`src/rtl/sbox_share_sched.sv`:
```
// Shares NUM_SBOX byte S-boxes between SubBytes (16 bytes) and SubWord (4 bytes); response one cycle after the last beat.
// Round-robin grant on contention; no response backpressure, requests wait in IDLE via ready.
module sbox_share_sched #(
  parameter int NUM_SBOX = 4
) (
  input  logic                  clk,
  input  logic                  rst_n,
  input  logic                  sb_req_valid,
  output logic                  sb_req_ready,
  input  logic [127:0]          sb_req_state,
  output logic                  sb_rsp_valid,
  output logic [127:0]          sb_rsp_state,
  input  logic                  kw_req_valid,
  output logic                  kw_req_ready,
  input  logic [31:0]           kw_req_word,
  output logic                  kw_rsp_valid,
  output logic [31:0]           kw_rsp_word,
  output logic [8*NUM_SBOX-1:0] sbox_in,
  input  logic [8*NUM_SBOX-1:0] sbox_out,
  output logic                  busy
);

  localparam int LW   = 8 * NUM_SBOX;
  localparam int B_SB = 16 / NUM_SBOX;
  localparam int B_KW = 4 / NUM_SBOX;

  generate
    if (NUM_SBOX != 1 && NUM_SBOX != 2 && NUM_SBOX != 4) begin : g_bad_num_sbox
      $error("sbox_share_sched: NUM_SBOX must be 1, 2 or 4");
    end
  endgenerate

  typedef enum logic [1:0] {IDLE, SB_RUN, KW_RUN, RESP} state_t;

  state_t         state_q, state_d;
  logic [3:0]     beat_q, beat_d;
  logic [127:0]   op_q;
  logic [127:0]   sb_res_q;
  logic [31:0]    kw_res_q;
  // Last granted requester; also identifies the owner of the operation in flight.
  logic           last_kw_q;
  logic           grant_sb, grant_kw;
  logic           both_vld;
  logic [6:0]     lane_base;
  logic [4:0]     kw_base;

  assign both_vld  = sb_req_valid && kw_req_valid;
  assign lane_base = 7'(beat_q * LW);
  assign kw_base   = 5'(beat_q * LW);

  always_comb begin
    state_d      = state_q;
    beat_d       = beat_q;
    sb_req_ready = 1'b0;
    kw_req_ready = 1'b0;
    grant_sb     = 1'b0;
    grant_kw     = 1'b0;
    case (state_q)
      IDLE: begin
        // Under contention only the requester that did not win last time sees ready.
        sb_req_ready = !(both_vld && !last_kw_q);
        kw_req_ready = !(both_vld && last_kw_q);
        grant_sb     = sb_req_valid && sb_req_ready;
        grant_kw     = kw_req_valid && kw_req_ready;
        beat_d       = '0;
        if (grant_sb) begin
          state_d = SB_RUN;
        end else if (grant_kw) begin
          state_d = KW_RUN;
        end
      end
      SB_RUN: begin
        if (beat_q == 4'(B_SB - 1)) begin
          state_d = RESP;
          beat_d  = '0;
        end else begin
          beat_d = beat_q + 4'd1;
        end
      end
      KW_RUN: begin
        if (beat_q == 4'(B_KW - 1)) begin
          state_d = RESP;
          beat_d  = '0;
        end else begin
          beat_d = beat_q + 4'd1;
        end
      end
      RESP: begin
        state_d = IDLE;
        beat_d  = '0;
      end
      default: begin
        state_d = IDLE;
        beat_d  = '0;
      end
    endcase
  end

  always_comb begin
    sbox_in = '0;
    if (state_q == SB_RUN || state_q == KW_RUN) begin
      sbox_in = op_q[lane_base +: LW];
    end
  end

  always_ff @(posedge clk or negedge rst_n) begin
    if (!rst_n) begin
      state_q   <= IDLE;
      beat_q    <= '0;
      op_q      <= '0;
      sb_res_q  <= '0;
      kw_res_q  <= '0;
      last_kw_q <= 1'b0;
    end else begin
      state_q <= state_d;
      beat_q  <= beat_d;
      if (grant_sb) begin
        op_q      <= sb_req_state;
        last_kw_q <= 1'b0;
      end else if (grant_kw) begin
        op_q      <= {96'b0, kw_req_word};
        last_kw_q <= 1'b1;
      end
      if (state_q == SB_RUN) begin
        sb_res_q[lane_base +: LW] <= sbox_out;
      end
      if (state_q == KW_RUN) begin
        kw_res_q[kw_base +: LW] <= sbox_out;
      end
    end
  end

  assign sb_rsp_valid = (state_q == RESP) && !last_kw_q;
  assign kw_rsp_valid = (state_q == RESP) && last_kw_q;
  assign sb_rsp_state = sb_res_q;
  assign kw_rsp_word  = kw_res_q;
  assign busy         = (state_q != IDLE);

endmodule

```
`config.mk`:
```
export PLATFORM = sky130hd
export DESIGN_NAME = sbox_share_sched
export DESIGN_NICKNAME = d
export VERILOG_FILES = /design/src/rtl/sbox_share_sched.sv
export SDC_FILE = /design/constraint.sdc
export NUM_CORES = 1
export LEC_CHECK = 0
export ABC_AREA = 1
export CORE_MARGIN = 5
export CORE_UTILIZATION = 47
export DETAILED_ROUTE_END_ITERATION = 10
export GPL_TIMING_DRIVEN = 0
export PLACE_DENSITY_LB_ADDON = 0.1
export SYNTH_ARGS = -nofsm -noshare
export SYNTH_HDL_FRONTEND = slang
export SYNTH_SLANG_ARGS = --single-unit
```
`constraint.sdc`:
```
create_clock -name clk -period 2.6 [get_ports clk]
set_clock_uncertainty 0.2 [all_clocks]
set_input_delay 0.52 -clock clk [delete_from_list [all_inputs] [get_ports clk]]
set_output_delay 0.52 -clock clk [all_outputs]
set_load 0.05 [all_outputs]
```
# == Word-level counts from Yosys, hierarchy flattened ==
# Index checks and enable logic that the tools add are counted.
# word_totals
register_bits,295
word_cells,53
out_inout_bits,197
# op_classes
n_mux,18
reduce_logical,17
shifts,3
n_addsub,2
eq_ne,7
# ops
operator,count
128-bit two-way mux,2
128-bit bitwise mux,1
"32-bit by 9-bit variable shift with 128-bit output, first input constant",1
128-bit by 8-bit indexed part select with 32-bit output,1
32-bit by 9-bit indexed part select with 128-bit output,1
32-bit two-way mux,1
4-bit case mux with 3 select lines,1
7-bit negator with 9-bit output,1
2-bit two-way mux,4
4-bit two-way mux,2
2-bit case mux with 4 select lines,1
1-bit logical AND,7
1-bit two-way mux,6
"4-bit by 1-bit adder with 4-bit output, second input constant",1
"2-bit == test, second input constant",2
"4-bit by 2-bit == test with 1-bit output, second input constant",1
4-bit zero test,1
"2-bit != test, second input constant",2
2-bit nonzero test,2
1-bit zero test,3
"3-bit != test, second input constant",1
3-bit AND reduction,1
"2-bit by 1-bit == test with 1-bit output, second input constant",1
2-bit zero test,1
other kinds (2),2

# == Longest topological paths before layout ==
# depth
word_depth,7
depth_mapped,12
ltp_nobuf,9

# == Least setup slack after synthesis ==
# No wires, ideal clock.
# synth_timing
kind,register to output
startpoint,register beat_q[0]
endpoint,output sbox_in[22]
t_required_ns,1.880
t_arrival_ns,1.972
n_path_buf,3
slack_ns,-0.092
path_stages_with_launch,7
path_cell_list,dfrtp_1 -> buf_2 -> inv_2 -> buf_2 -> clkbuf_1 -> o21ai_0 -> a21oi_1
# synth_via
elab_chain_len,2
# synth_rtl
item,line_no,rtl
from (decl),36,"logic [3:0] beat_q, beat_d;"
from (signal assigned),116,beat_q <= beat_d;
128-bit by 8-bit indexed part select with 32-bit output,102,sbox_in = op_q[lane_base +: LW];
32-bit two-way mux,101,if (state_q == SB_RUN || state_q == KW_RUN) begin
to (decl),18,"output logic [8*NUM_SBOX-1:0] sbox_in,"
# No other way between the ends.

# == Worst setup path in the final report ==
# layout_timing
startpoint,register beat_q[1]
endpoint,output sbox_in[31]
# The elaborated chain is that of the path after synthesis.

==> results.sh <==
export IMPL_final_common_cell="sky130_fd_sc_hd__nand2_1"
export IMPL_synth_top_cells_by_area="sky130_fd_sc_hd__dfrtp_1 (57%), sky130_fd_sc_hd__nand2_1 (13%), sky130_fd_sc_hd__o21ai_0 (8.6%)"
export IMPL_cts_tree="done"
export IMPL_synth_yosys_seq_area_share=0.567
export IMPL_detail_route_wirelength_met1_mm=17.6
export IMPL_post_synth_instance_area_sq_mm=0.0130
export IMPL_cap_violations=0
export IMPL_period_needed_ns=2.78
export IMPL_placer_congestion_estimate=0.887
export IMPL_detailedPlacementHpwl_mm=32.7
export IMPL_final_design_area_no_fill_sq_mm=0.0200
export IMPL_critical_path_endpoint_type="output port"
export IMPL_synth_async_sr_flop_share=1.00
export IMPL_antenna_violating_nets_post_route=0
export IMPL_syn_num_nets=1706
export IMPL_dieHeight_microns=176
export IMPL_final_hold_viols=0
export IMPL_area_delta_synth_final_pct=53.6
export IMPL_post_drt_wl_per_cell_microns=19.3
export IMPL_antenna_found_initial=2
export IMPL_wp_data_arrival_ns=2.06
export IMPL_io_pins=393
export IMPL_cp_num_buf_inv=5
export IMPL_detailroute_wirelength_met2_mm=22.7
export IMPL_ys_flop_type="sky130_fd_sc_hd__dfrtp_1"
export IMPL_critPathSlowestCell="sky130_fd_sc_hd__dfrtp_1"
export IMPL_critical_path_startpoint_type="flop"
export IMPL_chipWidth_microns=176
export IMPL_power_per_cell_area_mw_per_mm2=1430
export IMPL_drc=0
export IMPL_worst_slew_pin_transition_ns=0.656
export IMPL_vdd_ir_drop_worst_mv=0.700
export IMPL_grt_usage=0.284
export IMPL_synth_area_leader_cell="sky130_fd_sc_hd__dfrtp_1"
export IMPL_initialDrtViolationCount=837
export IMPL_io_buffers=392
export IMPL_synth_cell_type_count=23
export IMPL_cts_sinks=295
export IMPL_dpl_instance_area_sq_mm=0.0176
export IMPL_detailroute_wirelength_met3_mm=4.02
export IMPL_period_share=1.07
export IMPL_outcome="complete, but fails checks"
export IMPL_max_freq_mhz=360
export IMPL_numCtsBuffers=34
export IMPL_drtPass1Iterations=5
export IMPL_critical_path_max_stage_delay_ns=0.38
export IMPL_core_area_sq_mm=0.0276
export IMPL_final_setup_viol_count=32
export IMPL_path_max_fanout=6
export IMPL_cp_required_ns=1.88
export IMPL_top_layer="met5"
export IMPL_final_layout_size_suffix_gt1_frac=0.191
export IMPL_worst_skew_pair_late_latency_ns=0.50
export IMPL_violated_checks="negative setup slack"
export IMPL_synth_top_cell_area_share=0.567
export IMPL_timing_slew_headroom=0.561
export IMPL_final_cell_mix="sky130_fd_sc_hd__nand2_1 (439), sky130_fd_sc_hd__clkdlybuf4s50_1 (352), sky130_fd_sc_hd__dfrtp_1 (295), sky130_fd_sc_hd__o21ai_0 (169), sky130_fd_sc_hd__nand3_1 (135)"
export IMPL_final_setup_worst_slack_ns=-0.181
export IMPL_instances_no_fill=2365
export IMPL_report_final_slew_viol_count=0
export IMPL_rsz_0062_raised_after_global_routing="yes"
export IMPL_number_of_vias_after_detailed_routing=12408
export IMPL_totalWireLength_mm=45.7
export IMPL_placed_cells_incl_taps=2271
export IMPL_vias_in_the_first_global_route=12552
export IMPL_floorplan_rows=61
export IMPL_power_leakage_nw=9.15
export IMPL_path_clk_slew_ns=0.06
export IMPL_timing_setup_critical_path_class="reg -> out"
export IMPL_yosys_register_bits=295
export IMPL_postSynthCellCount=1499
export IMPL_clockRootBuffer="sky130_fd_sc_hd__clkbuf_16"
export IMPL_die_area_sq_mm=0.0311
export IMPL_post_drt_via_cell_ratio=5.25
export IMPL_worstPathCellList="buf_8, clkinvlp_4, buf_4, buf_4, a21oi_2, o21ai_1, a21oi_2, buf_6"
export IMPL_synth_edf_count=0
export IMPL_fin_nets=2167
export IMPL_synth_warnings=0
export IMPL_overflow=0
export IMPL_cts_max_path_buffers=3
export IMPL_htree_levels=2
export IMPL_worst_hold_check_path_type="reg -> reg"
export IMPL_worst_path_dominant_cell_family="buffers and inverters"
export IMPL_syn_area_per_cell_sq_um=8.68
export IMPL_start_util=0.472
export IMPL_grt_start_max_net_pins=123
export IMPL_global_route_wire_length_before_repair_mm=69.3
flip-flops by register name, summed over array words and instances (netlist names):
name          count
last_kw_q         1
kw_rsp_word      32
beat_q            4
state_q           2
sb_rsp_state    128
op_q            128
path summary, 6_finish.rpt:
kind                                             from                             to  slack [ns]  depth (start not counted)
worst max-delay path              beat_q[1]$_DFF_PN0_                    sbox_in[31]       -0.18                          8
worst min-delay path            op_q[103]$_DFFE_PN0P_          op_q[103]$_DFFE_PN0P_        0.27                          2
worst max register to register    beat_q[0]$_DFF_PN0_  sb_rsp_state[103]$_DFFE_PN0P_        0.10                         10
worst min register to register  op_q[103]$_DFFE_PN0P_          op_q[103]$_DFFE_PN0P_        0.27                          2
max in group asynchronous                       rst_n           op_q[49]$_DFFE_PN0P_        0.84                          3
min in group asynchronous                       rst_n  sb_rsp_state[122]$_DFFE_PN0P_        0.35                          2
metal layers:
metal	up-vias	track usage
met5	-	0
met4	2	0.0867
met3	91	0.0743
met2	519	0.487
met1	5997	0.354
li1	5799	-
kinds of logic (layout without fill, tap and decap cells):
family                     count (synthesis)  in the layout  synth area share
muxes                                     32             32            0.0277
AOI/OAI and AO/OA                        324            324             0.125
DFF                                      295            295             0.567
other                                      0              2                 0
and+or+nand+nor                          619            619             0.199
adders and majority gates                 11             11            0.0106
buffers and inverters                    216            702            0.0689
xor gates and xnor gates                   2              2           0.00135
per-stage QoR:
step | setup TNS (ns) | util | total power (W) | hold slack [ns] | worst slack, ns
final | -3.68 | 0.725 | 0.0286 | 0.270 | -0.181
after global routing | -6.22 | 0.725 | 0.0299 | 0.291 | -0.257
after CTS | -3.20 | 0.715 | 0.0282 | 0.276 | -0.189
after detailed placement | -79.50 | 0.638 | 0.0219 | 0.253 | -0.899
after global placement | -3543.78 | 0.635 | 0.0217 | 0.248 | -11.79
after floorplan | 0 | - | 0.0167 | 0.0244 | 0.0229
worst min-delay path: cells and delay by family (launching register included):
family | cells | cell delay, ns
simple gates | 2 | 0.10
flops | 1 | 0.34
where the power goes:
| part | leakage (nW) | total [W] | internal, W | switching, W |
|---|---|---|---|---|
| registers | 3.58 | 0.00751 | 0.00652 | 0.000986 |
| clock network | 0.577 | 0.00502 | 0.00311 | 0.00191 |
| logic | 5.00 | 0.0161 | 0.00548 | 0.0106 |
| total | 9.15 | 0.0286 | 0.0151 | 0.0135 |
cell type report:
class / instances / area (sq um)
fill: 2085 / 7560
antenna: 2 / 5.00
tap: 378 / 473
clock inverter: 15 / 209
timing repair buffer: 426 / 4470
sequential: 295 / 7380
multi-input combinational: 988 / 5290
clock buffer: 46 / 967
buffer: 101 / 741
inverter: 114 / 448
cell usage after synthesis (2+ instances only):
| cell type | n |
|---|---|
| sky130_fd_sc_hd__a21oi_1 | 97 |
| sky130_fd_sc_hd__buf_1 | 8 |
| sky130_fd_sc_hd__buf_2 | 32 |
| sky130_fd_sc_hd__buf_4 | 4 |
| sky130_fd_sc_hd__buf_6 | 4 |
| sky130_fd_sc_hd__clkbuf_1 | 54 |
| sky130_fd_sc_hd__dfrtp_1 | 295 |
| sky130_fd_sc_hd__ha_1 | 11 |
| sky130_fd_sc_hd__inv_1 | 110 |
| sky130_fd_sc_hd__inv_2 | 4 |
| sky130_fd_sc_hd__mux2_2 | 32 |
| sky130_fd_sc_hd__nand2_1 | 439 |
| sky130_fd_sc_hd__nand2_2 | 2 |
| sky130_fd_sc_hd__nand3_1 | 135 |
| sky130_fd_sc_hd__nand4_1 | 2 |
| sky130_fd_sc_hd__nor2_1 | 8 |
| sky130_fd_sc_hd__o21ai_0 | 224 |
| sky130_fd_sc_hd__or2_2 | 33 |
what timing repair did:
item,in CTS,in global routing
gates cloned,5,2
hold endpoints to repair,63,0
endpoints found under the setup margin,163,141
buffers inserted,14,10
pin swaps,43,28
resized for setup,457,73
hold buffers,1,0
Note: power is estimated with default switching activity, not from simulation.
==> variant 1 (config.mk and constraints unchanged) <==
Change the parameter `NUM_SBOX` from 4 to 2. Comments in the files are not updated.
--- a/src/rtl/sbox_share_sched.sv
+++ b/src/rtl/sbox_share_sched.sv
@@ -3,3 +3,3 @@
 module sbox_share_sched #(
-  parameter int NUM_SBOX = 4
+  parameter int NUM_SBOX = 2
 ) (
Interface: changed (resized sbox_in and sbox_out); port bits go from 393 to 361. The function was not compared with the original's and may differ.
==> variant 1 against the unedited design <==
- the flow still finishes with violations (negative setup slack)
- design area increased by 0.76%
- sequential power rose by 3.6%
- combinational power is 8% higher
- core utilization is 2.0 points lower
- synthesized area increased by 3.8%
- register-to-register slack got worse by 90 ps
- power is 4.0% higher
- sequential cell count unchanged
- setup slack lost 10 ps
- routed wire length rose by 0.77%
- hold slack lost 2.7 ps
- via count increased by 6.2%
- largest cell class unchanged
==> variant 1: results (changes against the unedited design) <==
status=complete, but fails checks; failing checks=negative setup slack; met1 Use GR=0.350 (-0.00420); compound-cell area share of the yosys netlist=0.0971 (-0.0284); M3 GR Usage=0.0576 (-0.0167); Slew @ Worst Pin=857 ps (+201 ps); clk_lat worst skew=550 ps (+50 ps); Peak VDD IR=1640 uV (+130%); hold depth=3 (+1); antenna violations before repair=4 (+2); hold wc startpoint=kw_req_valid; HP Class=input port to flop; Power Density=1480 nW/um^2 (+3.2%); Num CTS Buffers=30 (-12%); Clock group=4.52 mW (-10%); Hold Crit Endpoint=last_kw_q; routed wire length=46.0 mm (+0.77%); syn nets=1,888 (+11%); grt met2 use=0.454 (-0.0330); synth unique cells=25 (+8.7%); Final Setup Violations=16 (-50%); logic gate share of total power=0.586 (+0.024); initial detailed-routing violation count=1,090 (+30%); fin worst setup slack=-191 ps (-10.3 ps); Hold Slack=268 ps (-2.73 ps); Port-buffer cells=360 (-8.2%)
-- variant 1: cell count changes after synthesis, sizes merged, moves of 17 or more --
| cell | before | now |
|---|---|---|
| nand3b | 0 | 32 |
| nor3 | 0 | 17 |
| a21oi | 97 | 2 |
| o21ai | 225 | 258 |
| or2 | 33 | 0 |
| mux2 | 32 | 0 |
| nand2 | 441 | 574 |
| nor2 | 8 | 106 |
| inv | 114 | 169 |
-- variant 1: layout make-up --
class | instances | area, sq um
antenna | 2 | 5.00
buffer | 102 | 818
clock buffer | 46 | 922
clock inverter | 9 | 123
fill | 2293 | 8410
inverter | 169 | 654
multi-input combinational | 1128 | 5710
sequential | 295 | 7380
tap | 384 | 480
timing repair buffer | 390 | 4050
-- variant 1: repair_timing --
item                       4_1_cts  5_1_grt
setup endpoints to repair      150      145
hold endpoints to repair       111        0
setup buffers                   13        4
hold buffers                     1        0
gates resized for setup        301      211
cloned                           5        5
pin swaps                       31       31
==> variant 2 (config.mk and constraints unchanged) <==
Made on the original files. The 4 states of `state_t` get a one-hot encoding in 4 bits.
--- a/src/rtl/sbox_share_sched.sv
+++ b/src/rtl/sbox_share_sched.sv
@@ -32,3 +32,3 @@
 
-  typedef enum logic [1:0] {IDLE, SB_RUN, KW_RUN, RESP} state_t;
+  typedef enum logic [3:0] {IDLE = 4'b0001, SB_RUN = 4'b0010, KW_RUN = 4'b0100, RESP = 4'b1000} state_t;
 
Behaviour: same outputs for any inputs over 4 cycles, from zero or initial values and one cycle with rst_n low; so few cycles prove little.
==> variant 2 against the unedited design <==
- the run still ends with negative setup slack left
- routed wire length grew 5.2%
- design area grew 2.1%
- power shrank 18%
- setup slack is essentially flat
- synthesized area grew 5.4%
- sequential cell count grew 2
- first-iteration DRC count grew 27%
- sequential power shrank 6.0%
- largest power group unchanged
==> variant 2: results (changes against the unedited design) <==
peak fanout along the critical path=10 (+4); cts repair resizes=444 (-2.8%); failing checks=negative setup slack; routed wire length on met3=3.43 mm (-14%); xor/xnor share of the synthesized area=0.00128 (-0.0000690); Seq/Total Area, Yosys=0.542 (-0.0253); M3 GR Usage=0.0569 (-0.0174); pre-CTS setup slack=-1150 ps (-255 ps); Syn Inst Count=1,740 (+16%); largest net degree at the start of global routing=117 (-4.9%); fin worst setup slack=-180 ps (+0.0670 ps); Seq. cell area=7430 sq um (+0.69%); DP Wirelength=35.5 mm (+8.6%); placed cell areas=18,200 sq um (+3.5%); M1 wire length=19.1 mm (+8.1%); first-pass GRT wire length=74.1 mm (+7.0%); Final Setup Violations=32 (unchanged); syn nets=1,942 (+14%); via count=13,636 (+9.9%); Post-Synth Adder-Cell Area=0.00547 (-0.00510); leak pwr=9.98 nW (+9.0%); compound-cell area share of the yosys netlist=0.132 (+0.00652); Filler cells=2,364 (+13%); mux cell area share after synthesis=0 (-0.0277); Placed Cells=2,518 (+11%); Final Non-Filler Cells=2,613 (+10%); status=complete, but fails checks
[variant 2: cell count changes after synthesis, moves of 5 or more]
| cell | before | now |
|---|---|---|
| inv_1 | 110 | 208 |
| nand3_1 | 135 | 200 |
| o21ai_0 | 224 | 281 |
| nand2_1 | 439 | 494 |
| nor2_1 | 8 | 44 |
| or2_2 | 33 | 0 |
| mux2_2 | 32 | 0 |
| a21oi_1 | 97 | 66 |
| clkbuf_1 | 54 | 72 |
| o21ai_1 | 0 | 9 |
| buf_1 | 8 | 16 |
| buf_2 | 32 | 27 |
| ha_1 | 11 | 6 |
[variant 2: final cells by class]
class                   count  area share
flip-flops and latches    297       0.364
multi-input cells        1109       0.259
repair buffers            424       0.218
clock buffers              53      0.0522
plain buffers             123      0.0403
inverters                 211      0.0398
well taps                 384      0.0235
clock inverters             8     0.00215
diodes                      4    0.000490
[variant 2: power breakdown]
part | switching, mW | internal, mW
clock | 1.90 | 2.82
sequential | 0.836 | 6.23
combinational | 7.82 | 3.93
total | 10.6 | 13.0
[variant 2: worst max-delay path, stage by stage (launching register included)]
cell and delay (ps):
dfrtp_1 380, buf_8 150, clkinvlp_4 110, buf_12 160
buf_8 150, a21oi_1 120, o21ai_0 120, nand2_1 120
nand2_4 60, inv_2 50, buf_8 130
[variant 2: final timing paths]
path | startpoint | to | slack (ps) | cells past startpoint
setup reg to reg | beat_q[1] | sb_rsp_state[17] | 90 | 13
max in group asynchronous | rst_n | op_q[55] | 790 | 3
hold / removal | kw_rsp_word[0] | kw_rsp_word[0] | 280 | 2
setup / recovery | beat_q[1] | sbox_in[17] | -180 | 10
min in group asynchronous | rst_n | sb_rsp_state[12] | 420 | 2
hold reg to reg | kw_rsp_word[0] | kw_rsp_word[0] | 280 | 2
